[config.mk]
export PLATFORM = sky130hd
export DESIGN_NAME = door_ctrl
export DESIGN_NICKNAME = d
export VERILOG_FILES = /design/src/rtl/elev_pkg.sv /design/src/rtl/tick_gen.sv /design/src/rtl/door_ctrl.sv
export SDC_FILE = /design/constraint.sdc
export NUM_CORES = 1
export LEC_CHECK = 0
export BUFFER_PORTS_ARGS = -buffer_cell sky130_fd_sc_hd__buf_2
export CAP_MARGIN = 30
export CORE_AREA = 5 5 83 54
export DETAILED_ROUTE_END_ITERATION = 7
export DIE_AREA = 0 0 88 59
export HOLD_SLACK_MARGIN = 0.1
export PLACE_DENSITY = 0.71
export SLEW_MARGIN = 20
export SYNTH_ARGS = -nofsm -noshare
export SYNTH_HDL_FRONTEND = slang
export SYNTH_SLANG_ARGS = --single-unit
[constraint.sdc]
create_clock -name clk -period 1.7 [get_ports clk]
set_input_delay 0.085 -clock clk [delete_from_list [all_inputs] [get_ports clk]]
set_output_delay 0.085 -clock clk [all_outputs]
set_load 0.05 [all_outputs]
[src/rtl/elev_pkg.sv]
// Shared elevator definitions: door FSM state encoding and small elaboration helpers.
// The elevator main FSM decodes door_state with the same DOOR_* constants.
package elev_pkg;

  localparam int DOOR_STATE_W = 2;

  typedef enum logic [DOOR_STATE_W-1:0] {
    DOOR_CLOSED  = 2'd0,
    DOOR_OPENING = 2'd1,
    DOOR_DWELL   = 2'd2,
    DOOR_CLOSING = 2'd3
  } door_state_t;

  function automatic int max_int(input int a, input int b);
    return (a > b) ? a : b;
  endfunction

  function automatic logic door_is_busy(input door_state_t s);
    return s != DOOR_CLOSED;
  endfunction

endpackage

[src/rtl/tick_gen.sv]
// Prescaler: pulses tick for one cycle every TICK_DIV clocks; clr restarts the period so the
// next tick lands exactly TICK_DIV cycles after the clear takes effect.
module tick_gen #(
  parameter int TICK_DIV = 50_000_000
) (
  input  logic clk,
  input  logic rst,
  input  logic clr,
  output logic tick
);

  localparam int CNT_W = (TICK_DIV > 1) ? $clog2(TICK_DIV) : 1;
  localparam logic [CNT_W-1:0] LAST = CNT_W'(TICK_DIV - 1);

  logic [CNT_W-1:0] cnt;
  logic [CNT_W-1:0] cnt_next;

  always_comb begin
    cnt_next = cnt + CNT_W'(1);
    if (clr || cnt == LAST) begin
      cnt_next = '0;
    end
  end

  // tick is registered from the next count so it is high exactly while cnt == LAST
  always_ff @(posedge clk) begin
    if (rst) begin
      cnt  <= '0;
      tick <= 1'b0;
    end else begin
      cnt  <= cnt_next;
      tick <= (cnt_next == LAST);
    end
  end

endmodule

[src/rtl/door_ctrl.sv]
// Elevator door controller: CLOSED -> OPENING -> DWELL -> CLOSING -> CLOSED, timed in whole
// seconds from a local prescaler that restarts on every state change.
module door_ctrl
  import elev_pkg::*;
#(
  parameter int TICK_DIV  = 50_000_000,
  parameter int MOVE_SEC  = 2,
  parameter int DWELL_SEC = 10
) (
  input  logic                    clk,
  input  logic                    rst,
  input  logic                    arrive,
  input  logic                    open_btn,
  input  logic                    close_btn,
  input  logic                    obstruct,
  output logic                    sec_tick,
  output logic                    pause,
  output logic [DOOR_STATE_W-1:0] door_state,
  output logic                    busy,
  output logic                    done
);

  localparam int SEC_MAX = max_int(MOVE_SEC, DWELL_SEC);
  localparam int SEC_W   = $clog2(SEC_MAX + 1);
  localparam logic [SEC_W-1:0] MOVE_LAST  = SEC_W'(MOVE_SEC - 1);
  localparam logic [SEC_W-1:0] DWELL_LAST = SEC_W'(DWELL_SEC - 1);

  door_state_t      state;
  door_state_t      state_next;
  logic [SEC_W-1:0] sec_cnt;
  logic             hold;
  logic             reopen;
  logic             stroke_end;
  logic             dwell_end;
  logic             clr;
  logic             done_next;

  assign hold       = open_btn | obstruct;
  assign reopen     = obstruct | open_btn | arrive;
  assign stroke_end = sec_tick && (sec_cnt == MOVE_LAST);
  assign dwell_end  = sec_tick && (sec_cnt == DWELL_LAST);

  always_comb begin
    state_next = state;
    done_next  = 1'b0;
    case (state)
      DOOR_CLOSED: begin
        if (arrive || open_btn) begin
          state_next = DOOR_OPENING;
        end
      end
      DOOR_OPENING: begin
        if (stroke_end) begin
          state_next = DOOR_DWELL;
        end
      end
      DOOR_DWELL: begin
        // a held door (button or obstruction) suppresses both the timeout and close_btn
        if (!hold && (close_btn || dwell_end)) begin
          state_next = DOOR_CLOSING;
        end
      end
      DOOR_CLOSING: begin
        if (reopen) begin
          state_next = DOOR_OPENING;
        end else if (stroke_end) begin
          state_next = DOOR_CLOSED;
          done_next  = 1'b1;
        end
      end
      default: begin
        state_next = DOOR_CLOSED;
      end
    endcase
  end

  // Timing restarts on any state change and is frozen at zero while the door is held open
  assign clr = (state_next != state) || (state == DOOR_DWELL && hold);

  tick_gen #(
    .TICK_DIV(TICK_DIV)
  ) u_tick_gen (
    .clk (clk),
    .rst (rst),
    .clr (clr),
    .tick(sec_tick)
  );

  always_ff @(posedge clk) begin
    if (rst) begin
      sec_cnt <= '0;
    end else if (clr) begin
      sec_cnt <= '0;
    end else if (sec_tick) begin
      sec_cnt <= sec_cnt + SEC_W'(1);
    end
  end

  // Status outputs are registered from state_next so they move with the state register
  always_ff @(posedge clk) begin
    if (rst) begin
      state <= DOOR_CLOSED;
      pause <= 1'b0;
      busy  <= 1'b0;
      done  <= 1'b0;
    end else begin
      state <= state_next;
      pause <= (state_next == DOOR_DWELL);
      busy  <= door_is_busy(state_next);
      done  <= done_next;
    end
  end

  assign door_state = state;

endmodule

==> results of run 1 <==
## power groups by stage
stage                     sequential (µW)  clock (µW)  combinational (µW)
after floorplan                       896           0                44.3
after detailed placement              879           0                97.8
after global placement                879           0                97.9
final                                 859         667                 108
after global routing                  860         728                 116
after CTS                             860         687                 100
## placed cells by master (no fill, tap or decap), types with 2 or more instances in the layout
cell	Yosys	layout
sky130_fd_sc_hd__and2_1	3	3
sky130_fd_sc_hd__xor2_1	11	11
sky130_fd_sc_hd__a211o_1	2	2
sky130_fd_sc_hd__buf_6	0	2
sky130_fd_sc_hd__o21ai_0	4	4
sky130_fd_sc_hd__dfxtp_1	36	26
sky130_fd_sc_hd__nand3b_1	2	2
sky130_fd_sc_hd__or3_1	2	2
sky130_fd_sc_hd__nand4_4	1	2
sky130_fd_sc_hd__nand3_4	1	2
sky130_fd_sc_hd__inv_1	7	7
sky130_fd_sc_hd__nor2_1	35	33
sky130_fd_sc_hd__nand2_1	15	14
sky130_fd_sc_hd__dfxtp_4	0	3
sky130_fd_sc_hd__nand3_1	11	10
sky130_fd_sc_hd__nand2b_1	3	3
sky130_fd_sc_hd__nor2b_1	2	2
sky130_fd_sc_hd__nor4_4	1	3
sky130_fd_sc_hd__dfxtp_2	0	7
sky130_fd_sc_hd__nor2_2	0	2
sky130_fd_sc_hd__nand4_1	6	6
sky130_fd_sc_hd__buf_4	0	42
sky130_fd_sc_hd__nor3_2	0	4
sky130_fd_sc_hd__clkbuf_8	0	7
sky130_fd_sc_hd__xnor2_1	16	15
sky130_fd_sc_hd__a21oi_1	4	3
sky130_fd_sc_hd__buf_2	4	11
sky130_fd_sc_hd__and4_1	2	2
sky130_fd_sc_hd__nor4_1	5	2
sky130_fd_sc_hd__nor4_2	4	5
sky130_fd_sc_hd__ha_1	3	2
## sequential cells by signal (all words and copies together), names as in the netlist
| signal | cells |
|---|---|
| u_tick_gen.cnt | 26 |
| done | 1 |
| sec_cnt | 4 |
| busy | 1 |
| door_state | 2 |
| pause | 1 |
| u_tick_gen.tick | 1 |
## path summary, 6_finish.rpt
path / startpoint / to / slack (ps) / depth (start not counted)
worst min register to register: u_tick_gen.cnt[25] / u_tick_gen.cnt[25] / 530 / 2
worst min-delay path: obstruct / done / 130 / 3
worst max-delay path: u_tick_gen.cnt[7] / u_tick_gen.tick / -80 / 7
worst max register to register: u_tick_gen.cnt[7] / u_tick_gen.tick / -80 / 7
## metrics by stage
| stage | util [%] | setup TNS [ps] | area [µm²] | instances | setup slack, ps |
|---|---|---|---|---|---|
| 2_1_floorplan | - | 0 | 1906 | 208 | 2.717 |
| 3_3_place_gp | 63.00 | -118.6 | 2265 | 298 | -118.6 |
| 3_5_place_dp | 63.00 | -112.1 | 2265 | 298 | -105.4 |
| 4_1_cts | 67.80 | -91.75 | 2437 | 311 | -91.75 |
| 5_1_grt | 69.58 | -356.8 | 2501 | 312 | -249.4 |
| 6_report | 69.58 | -84.66 | 2501 | 312 | -84.66 |
## cells by family (layout without fill, tap and decap cells)
group,Yosys count,after routing,share of synthesized area (%)
and+or+nand+nor,105,105,33.11
DFF,36,36,39.56
xor gates and xnor gates,27,27,12.98
AOI/OAI and AO/OA,21,21,8.037
buffers and inverters,14,71,3.160
adders and majority gates,3,3,2.061
muxes,2,2,1.099
## critical path: cells and delay by family (launching register included)
family	cells	cell delay [ps]
simple gates	4	860
buf+inv	1	180
xor+xnor	1	150
flops	1	360
compound gates	1	150
## layer usage
metal,wire [µm],track usage [%]
met1,2407,27.83
met4,68,9.190
met3,163,4.583
met2,1907,26.18
met5,0,0
## what timing repair did
action / 4_1_cts / 5_1_grt
gates resized for setup: 7 / 14
pin swaps: 3 / 4
setup endpoints to repair: 20 / 27
hold endpoints to repair: 5 / 0
cloned: 0 / 0
hold buffers: 1 / 0
buffers inserted: 4 / 1
## area by class of cell
cell class	count	area, µm²	share of cell area, %
Multi-Input combinational cell	158	1172	46.87
Timing Repair Buffer	56	402.9	16.11
Tap cell	47	58.81	2.351
Clock buffer	8	100.1	4.002
Inverter	7	26.28	1.051
Sequential cell	36	740.7	29.61
==> metrics.json, run 1 <==
{
  "clk_path_buf_depth": 2,
  "synth_top_area_share_pct": 39.56,
  "synth.cells.most_frequent": "36 x sky130_fd_sc_hd__dfxtp_1, 35 x sky130_fd_sc_hd__nor2_1, 16 x sky130_fd_sc_hd__xnor2_1, 15 x sky130_fd_sc_hd__nand2_1",
  "drtAntennaViolNets": 0,
  "nNetsFinal": 273,
  "post_cts_clock_slew_at_the_launch_and_capture_registers_of_the_worst_setup_and_hold_paths_ps": 70,
  "final.period_utilization_pct": 105.0,
  "first_global_vias": 1571,
  "io_buffers": 11,
  "hold_viol": 0,
  "dr_wl_cell_um": 14.57,
  "clock_tree_from_tritoncts": "done",
  "worstMarginPinSlew_ps": 303.0,
  "hpwl_um": 3276,
  "antenna_found_initial": 0,
  "areaGrowthSynthToFinish_pct": 37.29,
  "sequential_cell_area_fraction_in_the_yosys_report_pct": 39.56,
  "hold_path.class": "in2reg",
  "grt_util_all_layers_pct": 19.12,
  "pwr-share-comb_pct": 6.6,
  "numCtsBuffers": 5,
  "report.final.slew_viol_count": 0,
  "crit_top_cell": "sky130_fd_sc_hd__nor4_2",
  "gpl.final_weighted_congestion": 0.8554,
  "syn_nets": 217,
  "critPathMaxStageDelay_ps": 360,
  "criticalPathCategory": "reg2reg",
  "drt_pass_1_iters": 4,
  "maxCapViolCount": 0,
  "grt_setup_unrepaired": "true",
  "row_count": 17,
  "clkLatencyLatePin_ps": 290,
  "type_of_origin_of_the_critical_path": "flip-flop",
  "violations": "negative setup slack",
  "final_layout_size_suffix_gt1_share_pct": 36.98,
  "p_per_area_nw_per_um2": 653.1,
  "netlist.top_cell.by_area": "sky130_fd_sc_hd__dfxtp_1",
  "p_clk_share_pct": 40.8,
  "power.share.switching_pct": 22.71,
  "ys_ff_latch": 36,
  "vias_per_instance": 5.337,
  "power.total_uw": 1634,
  "setup-violations-final": 1,
  "post-route-min-period_ps": 1785,
  "arrival_time_at_the_worst_endpoint_ps": 1980,
  "timing.fmax_mhz": 560.3,
  "power_frac_seq_pct": 52.6,
  "path_max_fanout": 6,
  "netlist_top_cells_area": "sky130_fd_sc_hd__dfxtp_1 40%, sky130_fd_sc_hd__xnor2_1 7.7%, sky130_fd_sc_hd__nor2_1 7.2%",
  "asyncSetResetFlopFracSynth_pct": 0,
  "crit_slowest_cell": "sky130_fd_sc_hd__dfxtp_2",
  "fp.dieArea_um2": 5192,
  "antenna_cells_inserted": 0,
  "grt_first_pass_wirelength_um": 7521,
  "post_route_drc_violation_count": 0,
  "status": "finished, violations left",
  "grt-ovfl-total": 0,
  "routed-via-count": 1665,
  "worstPathCellList": "nand4_4, buf_4, nor4_2, xnor2_1, nor4_2, o2111ai_1, nor4_1",
  "fin_ws_ps": -84.66,
  "avgSynthCellArea_um2": 8.758,
  "fillCellCount": 276,
  "postSynthCellCount": 208,
  "clock-skew-final_ps": 3.561,
  "io-pin-count": 12,
  "worstSetupEndpointType": "flip-flop",
  "effective_utilization_at_floorplan_pct": 50.68,
  "power_switching_uw": 371.0,
  "cts-root-buf": "sky130_fd_sc_hd__clkbuf_8",
  "grt_max_degree": 12,
  "power.static_leakage_uw": 0.0009397,
  "worst-endpoint-required_ps": 1890,
  "die-height_um": 59,
  "relSlewSlack_pct": 79.66,
  "ys_dominant_reg_cell": "sky130_fd_sc_hd__dfxtp_1",
  "post_synth_edffs": 0,
  "clock-sinks": 36,
  "internal_power_uw": 1263,
  "core_area_um2": 3595,
  "synth-warning-count": 0,
  "synth.cell_area_um2": 1822,
  "routed_wl_um": 4546,
  "drt-initial-drc-count": 120,
  "timing.hold.ws_ps": 131.3,
  "htreeDepth": 2,
  "ys_types": 45,
  "post-synth-top-count-cell": "sky130_fd_sc_hd__dfxtp_1",
  "die_w_um": 88,
  "ir_worst_vdd_mv": 0.3883
}
(Power assumes the default switching activity.)
==> inputs of run 2 (changes only) <==
--- a/config.mk
+++ b/config.mk
@@ -7,11 +7,10 @@
 export LEC_CHECK = 0
 export BUFFER_PORTS_ARGS = -buffer_cell sky130_fd_sc_hd__buf_2
 export CAP_MARGIN = 30
-export CORE_AREA = 5 5 83 54
+export CORE_AREA = 5 5 96 62
 export DETAILED_ROUTE_END_ITERATION = 7
-export DIE_AREA = 0 0 88 59
+export DIE_AREA = 0 0 101 67
 export HOLD_SLACK_MARGIN = 0.1
-export PLACE_DENSITY = 0.71
 export SLEW_MARGIN = 20
 export SYNTH_ARGS = -nofsm -noshare
 export SYNTH_HDL_FRONTEND = slang
==> run 2 against run 1 <==
The run still ends with negative setup slack left; sequential share of layout area down 1.5 points; die area is 30% higher; clock skew up 5.5 ps; maximum frequency down 4.1%; total power down 0.40%; count of clock-buffer cells in the layout down 2; setup slack got worse by 76 ps; combinational power rose by 14%; critical path type unchanged; critical endpoint unchanged; largest cell class unchanged; largest power group unchanged.
==> metrics.json, run 2 (synthesis results as in run 1) <==
{
  "antenna_found_initial": {"value": 0, "change": "unchanged"},
  "drt_pass_1_iters": {"value": 4, "change": "unchanged"},
  "die_w": {"value": 101, "unit": "µm", "change": "+15%"},
  "hpwl": {"value": 3396, "unit": "µm", "change": "+3.7%"},
  "largest_reg_by_ff_count": "u_tick_gen.cnt",
  "drtAntennaViolNets": {"value": 0, "change": "unchanged"},
  "vias_per_instance": {"value": 4.997, "change": "-6.4%"},
  "p_per_area": {"value": 614.0, "unit": "nW/µm²", "change": "-6.0%"},
  "cp.buffers_inverters": {"value": 1, "change": "unchanged"},
  "fin_setup_tns": {"value": -160.9, "unit": "ps", "change": "-76.22 ps"},
  "clock_tree_from_tritoncts": "done",
  "post-route-min-period": {"value": 1861, "unit": "ps", "change": "+76.22 ps"},
  "cpLargestDelayFamily": "simple AND/OR/NAND/NOR gates",
  "fin_util": {"value": 53.76, "unit": "%", "change": "-16 points"},
  "timing.fmax": {"value": 537.4, "unit": "MHz", "change": "-4.1%"},
  "routed-via-count": {"value": 1714, "change": "+2.9%"},
  "layout.cells.most_common_list": "52 x sky130_fd_sc_hd__buf_4, 34 x sky130_fd_sc_hd__nor2_1, 24 x sky130_fd_sc_hd__dfxtp_1",
  "worstPathCellList": "ha_4, nand3_4, nor4_4, buf_4, nand2_2, mux2i_2, o2111ai_1, nor4_1",
  "criticalPathCategory": "reg2reg",
  "worst-endpoint-required": {"value": 1900, "unit": "ps", "change": "about the same"},
  "seq_area": {"value": 745.7, "unit": "µm²", "change": "+0.68%"},
  "maxCapViolCount": {"value": 0, "change": "unchanged"},
  "worstSetupEndpointType": "flip-flop",
  "nNetsFinal": {"value": 285, "change": "+4.4%"},
  "path_max_fanout": {"value": 6, "change": "unchanged"},
  "critPathMaxStageDelay": {"value": 380, "unit": "ps", "change": "+20 ps"},
  "grt_setup_unrepaired": "true",
  "core_area": {"value": 4930, "unit": "µm²", "change": "+37%"},
  "final.period_utilization": {"value": 109.5, "unit": "%", "change": "+4.5 points"},
  "arrival_time_at_the_worst_endpoint": {"value": 2060, "unit": "ps", "change": "+80 ps"},
  "gpl.final_weighted_congestion": {"value": 0.8219, "change": "-3.9%"},
  "htreeDepth": {"value": 2, "change": "unchanged"},
  "grt_first_pass_wirelength": {"value": 7721, "unit": "µm", "change": "+2.7%"},
  "die-height": {"value": 67, "unit": "µm", "change": "+14%"},
  "clkLatencyLatePin": {"value": 300, "unit": "ps", "change": "about the same"},
  "post-place-ws": {"value": -144.6, "unit": "ps", "change": "-39.24 ps"},
  "status": "finished, violations left",
  "report.final.slew_viol_count": {"value": 0, "change": "unchanged"},
  "routed_wl": {"value": 4771, "unit": "µm", "change": "+4.9%"},
  "effective_utilization_at_floorplan": {"value": 36.95, "unit": "%", "change": "-14 points"},
  "type_of_origin_of_the_critical_path": "flip-flop",
  "clock-skew-final": {"value": 9.020, "unit": "ps", "change": "+5.458 ps"},
  "row_count": {"value": 20, "change": "+3"},
  "setup-violations-final": {"value": 1, "change": "unchanged"},
  "fillCellCount": {"value": 445, "change": "+61%"},
  "io-pin-count": {"value": 12, "change": "unchanged"},
  "fin_ws": {"value": -160.9, "unit": "ps", "change": "-76.22 ps"},
  "clock-sinks": {"value": 36, "change": "unchanged"},
  "hold_viol": {"value": 0, "change": "unchanged"},
  "grt_util_all_layers": {"value": 14.98, "unit": "%", "change": "-4.1 points"},
  "crit_slowest_cell": "sky130_fd_sc_hd__dfxtp_4",
  "cts-root-buf": "sky130_fd_sc_hd__clkbuf_8",
  "numCtsBuffers": {"value": 5, "change": "unchanged"},
  "relSlewSlack": {"value": 78.75, "unit": "%", "change": "-0.91 points"},
  "areaGrowthSynthToFinish_pct": 45.47,
  "power.total": {"value": 1627, "unit": "µW", "change": "-0.40%"},
  "worstMarginPinSlew": {"value": 316.1, "unit": "ps", "change": "+13.13 ps"},
  "grt-ovfl-total": {"value": 0, "change": "unchanged"},
  "violations": "negative setup slack",
  "power.static_leakage": {"value": 0.001027, "unit": "µW", "change": "+9.3%"},
  "dr_wl_cell": {"value": 13.91, "unit": "µm", "change": "-4.5%"},
  "clk_path_buf_depth": {"value": 2, "change": "unchanged"},
  "first_global_vias": {"value": 1535, "change": "-2.3%"},
  "ir_worst_vdd": {"value": 0.4176, "unit": "mV", "change": "+7.5%"},
  "mostFrequentLayoutCell": "sky130_fd_sc_hd__buf_4",
  "hold_path.class": "in2reg",
  "post_route_drc_violation_count": {"value": 0, "change": "unchanged"},
  "fp.dieArea": {"value": 6767, "unit": "µm²", "change": "+30%"},
  "io_buffers": {"value": 11, "change": "unchanged"},
  "antenna_cells_inserted": {"value": 0, "change": "unchanged"},
  "largest_register_ffs": {"value": 26, "change": "unchanged"},
  "multi_input_gate_area": {"value": 1202, "unit": "µm²", "change": "+2.6%"},
  "drt-initial-drc-count": {"value": 95, "change": "-21%"},
  "grt_max_degree": {"value": 12, "change": "unchanged"},
  "final_layout_size_suffix_gt1_share": {"value": 41.88, "unit": "%", "change": "+4.9 points"},
  "post_cts_clock_slew_at_the_launch_and_capture_registers_of_the_worst_setup_and_hold_paths": {"value": 80, "unit": "ps", "change": "about the same"}
}
[run 2: changes by cell type in the layout (fill, tap and decap cells not counted), moves of 2 or more]
cell	delta
sky130_fd_sc_hd__clkinv_2	+2
sky130_fd_sc_hd__xor2_1	-2
sky130_fd_sc_hd__xor2_2	+2
sky130_fd_sc_hd__nand3_1	-2
sky130_fd_sc_hd__nand3_2	+2
sky130_fd_sc_hd__dfxtp_1	-2
sky130_fd_sc_hd__buf_4	+10
sky130_fd_sc_hd__buf_6	+2
sky130_fd_sc_hd__nor3_2	-2
[run 2: final timing paths]
kind	from	cells past startpoint	to	slack (ps)
setup / recovery	u_tick_gen.cnt[0]	8	u_tick_gen.tick	-160
hold / removal	arrive	3	done	140
setup reg to reg	u_tick_gen.cnt[0]	8	u_tick_gen.tick	-160
hold reg to reg	u_tick_gen.cnt[25]	2	u_tick_gen.cnt[25]	520
[run 2: final cells by class]
| type | count | share of cell area [%] |
|---|---|---|
| clock buffers | 6 | 3.116 |
| clock inverters | 2 | 0.3777 |
| inverters | 7 | 0.9915 |
| multi-input cells | 158 | 45.37 |
| flip-flops and latches | 36 | 28.14 |
| well taps | 66 | 3.116 |
| repair buffers | 68 | 18.89 |
[run 2: where the power goes]
group	total (µW)	switching (µW)	internal [µW]
Sequential	854	7.13	847
Clock	649	326	324
Combinational	123	69.0	54.4
Total	1630	402	1230
[run 2: routing by layer]
metal | share of wire [%] | wire length (µm) | track usage (%) | vias to the layer above
met2 | 40 | 1921 | 19.10 | 29
met3 | 3.9 | 184 | 4.079 | 7
li1 | - | - | - | 871
met4 | 1.8 | 85 | 7.297 | 0
met5 | 0 | 0 | 0 | -
met1 | 54 | 2578 | 22.33 | 807
[run 2: worst min-delay path: cells and delay by family]
| family | cells | cell delay, ps |
|---|---|---|
| buffers and inverters | 1 | 100 |
| AND/OR/NAND/NOR | 2 | 200 |
[run 2: what timing repair did]
item	CTS	global route
endpoints found under the hold margin	5	0
hold buffers	1	0
setup endpoints to repair	14	29
pin swaps	0	20
setup buffers	0	8
resized for setup	4	26
[run 2: per-stage QoR]
stage	instance area (µm²)	hold slack, ps	instances
floorplan	1906	144.4	208
global placement	2356	324.3	326
detailed placement	2356	323.4	326
CTS	2481	107.6	335
global route	2650	168.9	343
finish	2650	135.1	343
==> inputs of run 3 (changes only) <==
--- a/config.mk
+++ b/config.mk
@@ -7,10 +7,12 @@
 export LEC_CHECK = 0
 export BUFFER_PORTS_ARGS = -buffer_cell sky130_fd_sc_hd__buf_2
 export CAP_MARGIN = 30
-export CORE_AREA = 5 5 96 62
+export CORE_AREA = 5 5 82 54
 export DETAILED_ROUTE_END_ITERATION = 7
-export DIE_AREA = 0 0 101 67
+export DIE_AREA = 0 0 87 59
 export HOLD_SLACK_MARGIN = 0.1
+export MAX_ROUTING_LAYER = met4
+export PLACE_DENSITY = 0.72
 export SLEW_MARGIN = 20
 export SYNTH_ARGS = -nofsm -noshare
 export SYNTH_HDL_FRONTEND = slang
==> run 3 against run 2 <==
The flow still finishes with violations (negative setup slack); design area is 2.5% lower; flip-flop and latch count unchanged; clock skew fell by 1.9 ps; combinational power is essentially flat; total power shrank 1.2%; worst hold slack better by 11 ps; via count fell by 0.70%; maximum frequency up 1.4%; global-route usage grew 6.0 points; critical path type unchanged.
==> metrics.json, run 3 (synthesis results as in run 1) <==
{
  "routed-via-count": {"value": 1702, "change": "-0.70%"},
  "routed_wl": {"value": 5069, "unit": "µm", "change": "+6.2%"},
  "io-pin-count": {"value": 12, "change": "unchanged"},
  "gpl.final_weighted_congestion": {"value": 0.9087, "change": "+11%"},
  "p_per_area": {"value": 621.7, "unit": "nW/µm²", "change": "+1.3%"},
  "post-place-ws": {"value": -167.3, "unit": "ps", "change": "-22.63 ps"},
  "clkLatencyLatePin": {"value": 290, "unit": "ps", "change": "about the same"},
  "crit_slowest_cell": "sky130_fd_sc_hd__dfxtp_4",
  "dr_wl_cell": {"value": 15.94, "unit": "µm", "change": "+15%"},
  "grt_util_all_layers": {"value": 21.01, "unit": "%", "change": "+6.0 points"},
  "fp.dieArea": {"value": 5133, "unit": "µm²", "change": "-24%"},
  "hold_viol": {"value": 0, "change": "unchanged"},
  "hold_path.class": "in2reg",
  "path_max_fanout": {"value": 6, "change": "unchanged"},
  "power.total": {"value": 1607, "unit": "µW", "change": "-1.2%"},
  "violations": "negative setup slack",
  "effective_utilization_at_floorplan": {"value": 51.29, "unit": "%", "change": "+14 points"},
  "met3_usage": {"value": 4.861, "unit": "%", "change": "+0.78 points"},
  "areaGrowthSynthToFinish_pct": 41.90,
  "type_of_origin_of_the_critical_path": "flip-flop",
  "largest_reg_by_ff_count": "u_tick_gen.cnt",
  "power.static_leakage": {"value": 0.001002, "unit": "µW", "change": "-2.4%"},
  "clk_path_buf_depth": {"value": 2, "change": "unchanged"},
  "cp.depth": {"value": 7, "change": "-1"},
  "drt-initial-drc-count": {"value": 201, "change": "+110%"},
  "grt-ovfl-total": {"value": 0, "change": "unchanged"},
  "worstSetupEndpointType": "flip-flop",
  "antenna_cells_inserted": {"value": 0, "change": "unchanged"},
  "worst_r2r_path_depth": {"value": 7, "change": "-1"},
  "worstMarginPinSlew": {"value": 351.5, "unit": "ps", "change": "+35.39 ps"},
  "clock_tree_from_tritoncts": "done",
  "grt_max_degree": {"value": 12, "change": "unchanged"},
  "report.final.slew_viol_count": {"value": 0, "change": "unchanged"},
  "mostFrequentLayoutCell": "sky130_fd_sc_hd__buf_4",
  "timing.fmax": {"value": 545.1, "unit": "MHz", "change": "+1.4%"},
  "clock-sinks": {"value": 36, "change": "unchanged"},
  "core_area": {"value": 3552, "unit": "µm²", "change": "-28%"},
  "cpLargestDelayFamily": "simple AND/OR/NAND/NOR gates",
  "cts-root-buf": "sky130_fd_sc_hd__clkbuf_8",
  "gr-usage-met1": {"value": 29.28, "unit": "%", "change": "+6.9 points"},
  "clock-skew-final": {"value": 7.141, "unit": "ps", "change": "-1.879 ps"},
  "numCtsBuffers": {"value": 5, "change": "unchanged"},
  "post-place-cells": {"value": 298, "change": "-8.6%"},
  "vias_per_instance": {"value": 5.352, "change": "+7.1%"},
  "worstPathCellList": "ha_4, nand3_4, nor4_4, nand3_1, xor2_1, nand4_1, nor4_1",
  "stdcell_count": {"value": 318, "change": "-7.3%"},
  "post_route_drc_violation_count": {"value": 0, "change": "unchanged"},
  "antenna_found_initial": {"value": 0, "change": "unchanged"},
  "drt_pass_1_iters": {"value": 4, "change": "unchanged"},
  "io_buffers": {"value": 11, "change": "unchanged"},
  "post_cts_clock_slew_at_the_launch_and_capture_registers_of_the_worst_setup_and_hold_paths": {"value": 70, "unit": "ps", "change": "about the same"},
  "first_global_vias": {"value": 1654, "change": "+7.8%"},
  "critPathMaxStageDelay": {"value": 370, "unit": "ps", "change": "about the same"},
  "layout.cells.most_common_list": "46 x sky130_fd_sc_hd__buf_4, 33 x sky130_fd_sc_hd__nor2_1, 23 x sky130_fd_sc_hd__dfxtp_1",
  "htreeDepth": {"value": 2, "change": "unchanged"},
  "status": "finished, violations left",
  "grt_first_pass_wirelength": {"value": 7997, "unit": "µm", "change": "+3.6%"},
  "final.period_utilization": {"value": 107.9, "unit": "%", "change": "-1.5 points"},
  "largest_register_ffs": {"value": 26, "change": "unchanged"},
  "nNetsFinal": {"value": 279, "change": "-2.1%"},
  "grt_peak_use_layer": "met1",
  "cp.buffers_inverters": {"value": 0, "change": "-1"},
  "worstHoldPathCells": {"value": 3, "change": "unchanged"},
  "hpwl": {"value": 3236, "unit": "µm", "change": "-4.7%"},
  "final_layout_size_suffix_gt1_share": {"value": 39.85, "unit": "%", "change": "-2.0 points"},
  "criticalPathCategory": "reg2reg",
  "ir_worst_vdd": {"value": 0.4066, "unit": "mV", "change": "-2.6%"},
  "drtAntennaViolNets": {"value": 0, "change": "unchanged"},
  "worst-endpoint-required": {"value": 1900, "unit": "ps", "change": "about the same"},
  "arrival_time_at_the_worst_endpoint": {"value": 2030, "unit": "ps", "change": "-30 ps"},
  "post-route-min-period": {"value": 1835, "unit": "ps", "change": "-26.32 ps"},
  "relSlewSlack": {"value": 76.37, "unit": "%", "change": "-2.4 points"},
  "met2_usage": {"value": 29.19, "unit": "%", "change": "+10 points"},
  "die_w": {"value": 87, "unit": "µm", "change": "-14%"},
  "die-height": {"value": 59, "unit": "µm", "change": "-12%"},
  "maxCapViolCount": {"value": 0, "change": "unchanged"},
  "setup-violations-final": {"value": 2, "change": "+1"},
  "grt_setup_unrepaired": "true",
  "row_count": {"value": 17, "change": "-15%"},
  "fin_ws": {"value": -134.6, "unit": "ps", "change": "+26.32 ps"}
}
-- run 3: cell types whose count changed in the layout (fill, tap and decap cells not counted), sizes merged --
| cell | change |
|---|---|
| clkbuf | +2 |
| clkinv | -2 |
| buf | -6 |
-- run 3: power by group --
group          total, µW  internal (µW)  switching (µW)
registers            854            848            6.25
clock network        627            330             296
logic                126           53.9            72.4
total               1610           1230             375
-- run 3: cell type report --
cell class                 instances  area (µm²)
inverter                           7       26.28
sequential                        36       747.0
tap                               47       58.81
timing repair buffer              62       464.2
multi-input combinational        158        1199
clock buffer                       8       90.09
fill                             255       967.2
-- run 3: repair_timing --
| item | in CTS | in global routing |
|---|---|---|
| gates cloned | 0 | 0 |
| endpoints found under the hold margin | 5 | 0 |
| endpoints found under the setup margin | 22 | 29 |
| buffers inserted | 3 | 8 |
| hold buffers | 1 | 0 |
| pin swaps | 1 | 11 |
| gates resized for setup | 11 | 20 |
-- run 3: per-stage QoR --
step / hold slack, ps / cell area [µm²] / setup TNS (ps) / utilization (%)
CTS: 131.3 / 2450 / -113.0 / 68.97
global placement: 321.7 / 2277 / -163.6 / 64.11
floorplan: 144.4 / 1906 / 0 / -
global route: 174.4 / 2585 / -505.5 / 72.77
detailed placement: 333.0 / 2277 / -261.8 / 64.11
finish: 146.1 / 2585 / -179.2 / 72.77
-- run 3: path summary, 6_finish.rpt --
| check | startpoint | slack (ps) | end |
|---|---|---|---|
| worst max-delay path | u_tick_gen.cnt[1] | -130 | u_tick_gen.tick |
| worst min-delay path | obstruct | 150 | done |
| worst max register to register | u_tick_gen.cnt[1] | -130 | u_tick_gen.tick |
| worst min register to register | u_tick_gen.cnt[25] | 530 | u_tick_gen.cnt[25] |
-- run 3: worst min-delay path, delay by kind of cell --
family | cells | cell delay (ps)
buf+inv | 1 | 100
simple gates | 2 | 200
-- run 3: per-layer routing --
layer,vias to the layer above,wire (µm)
met5,-,0
met3,9,302
met4,0,92
li1,854,-
met1,791,2336
met2,48,2337
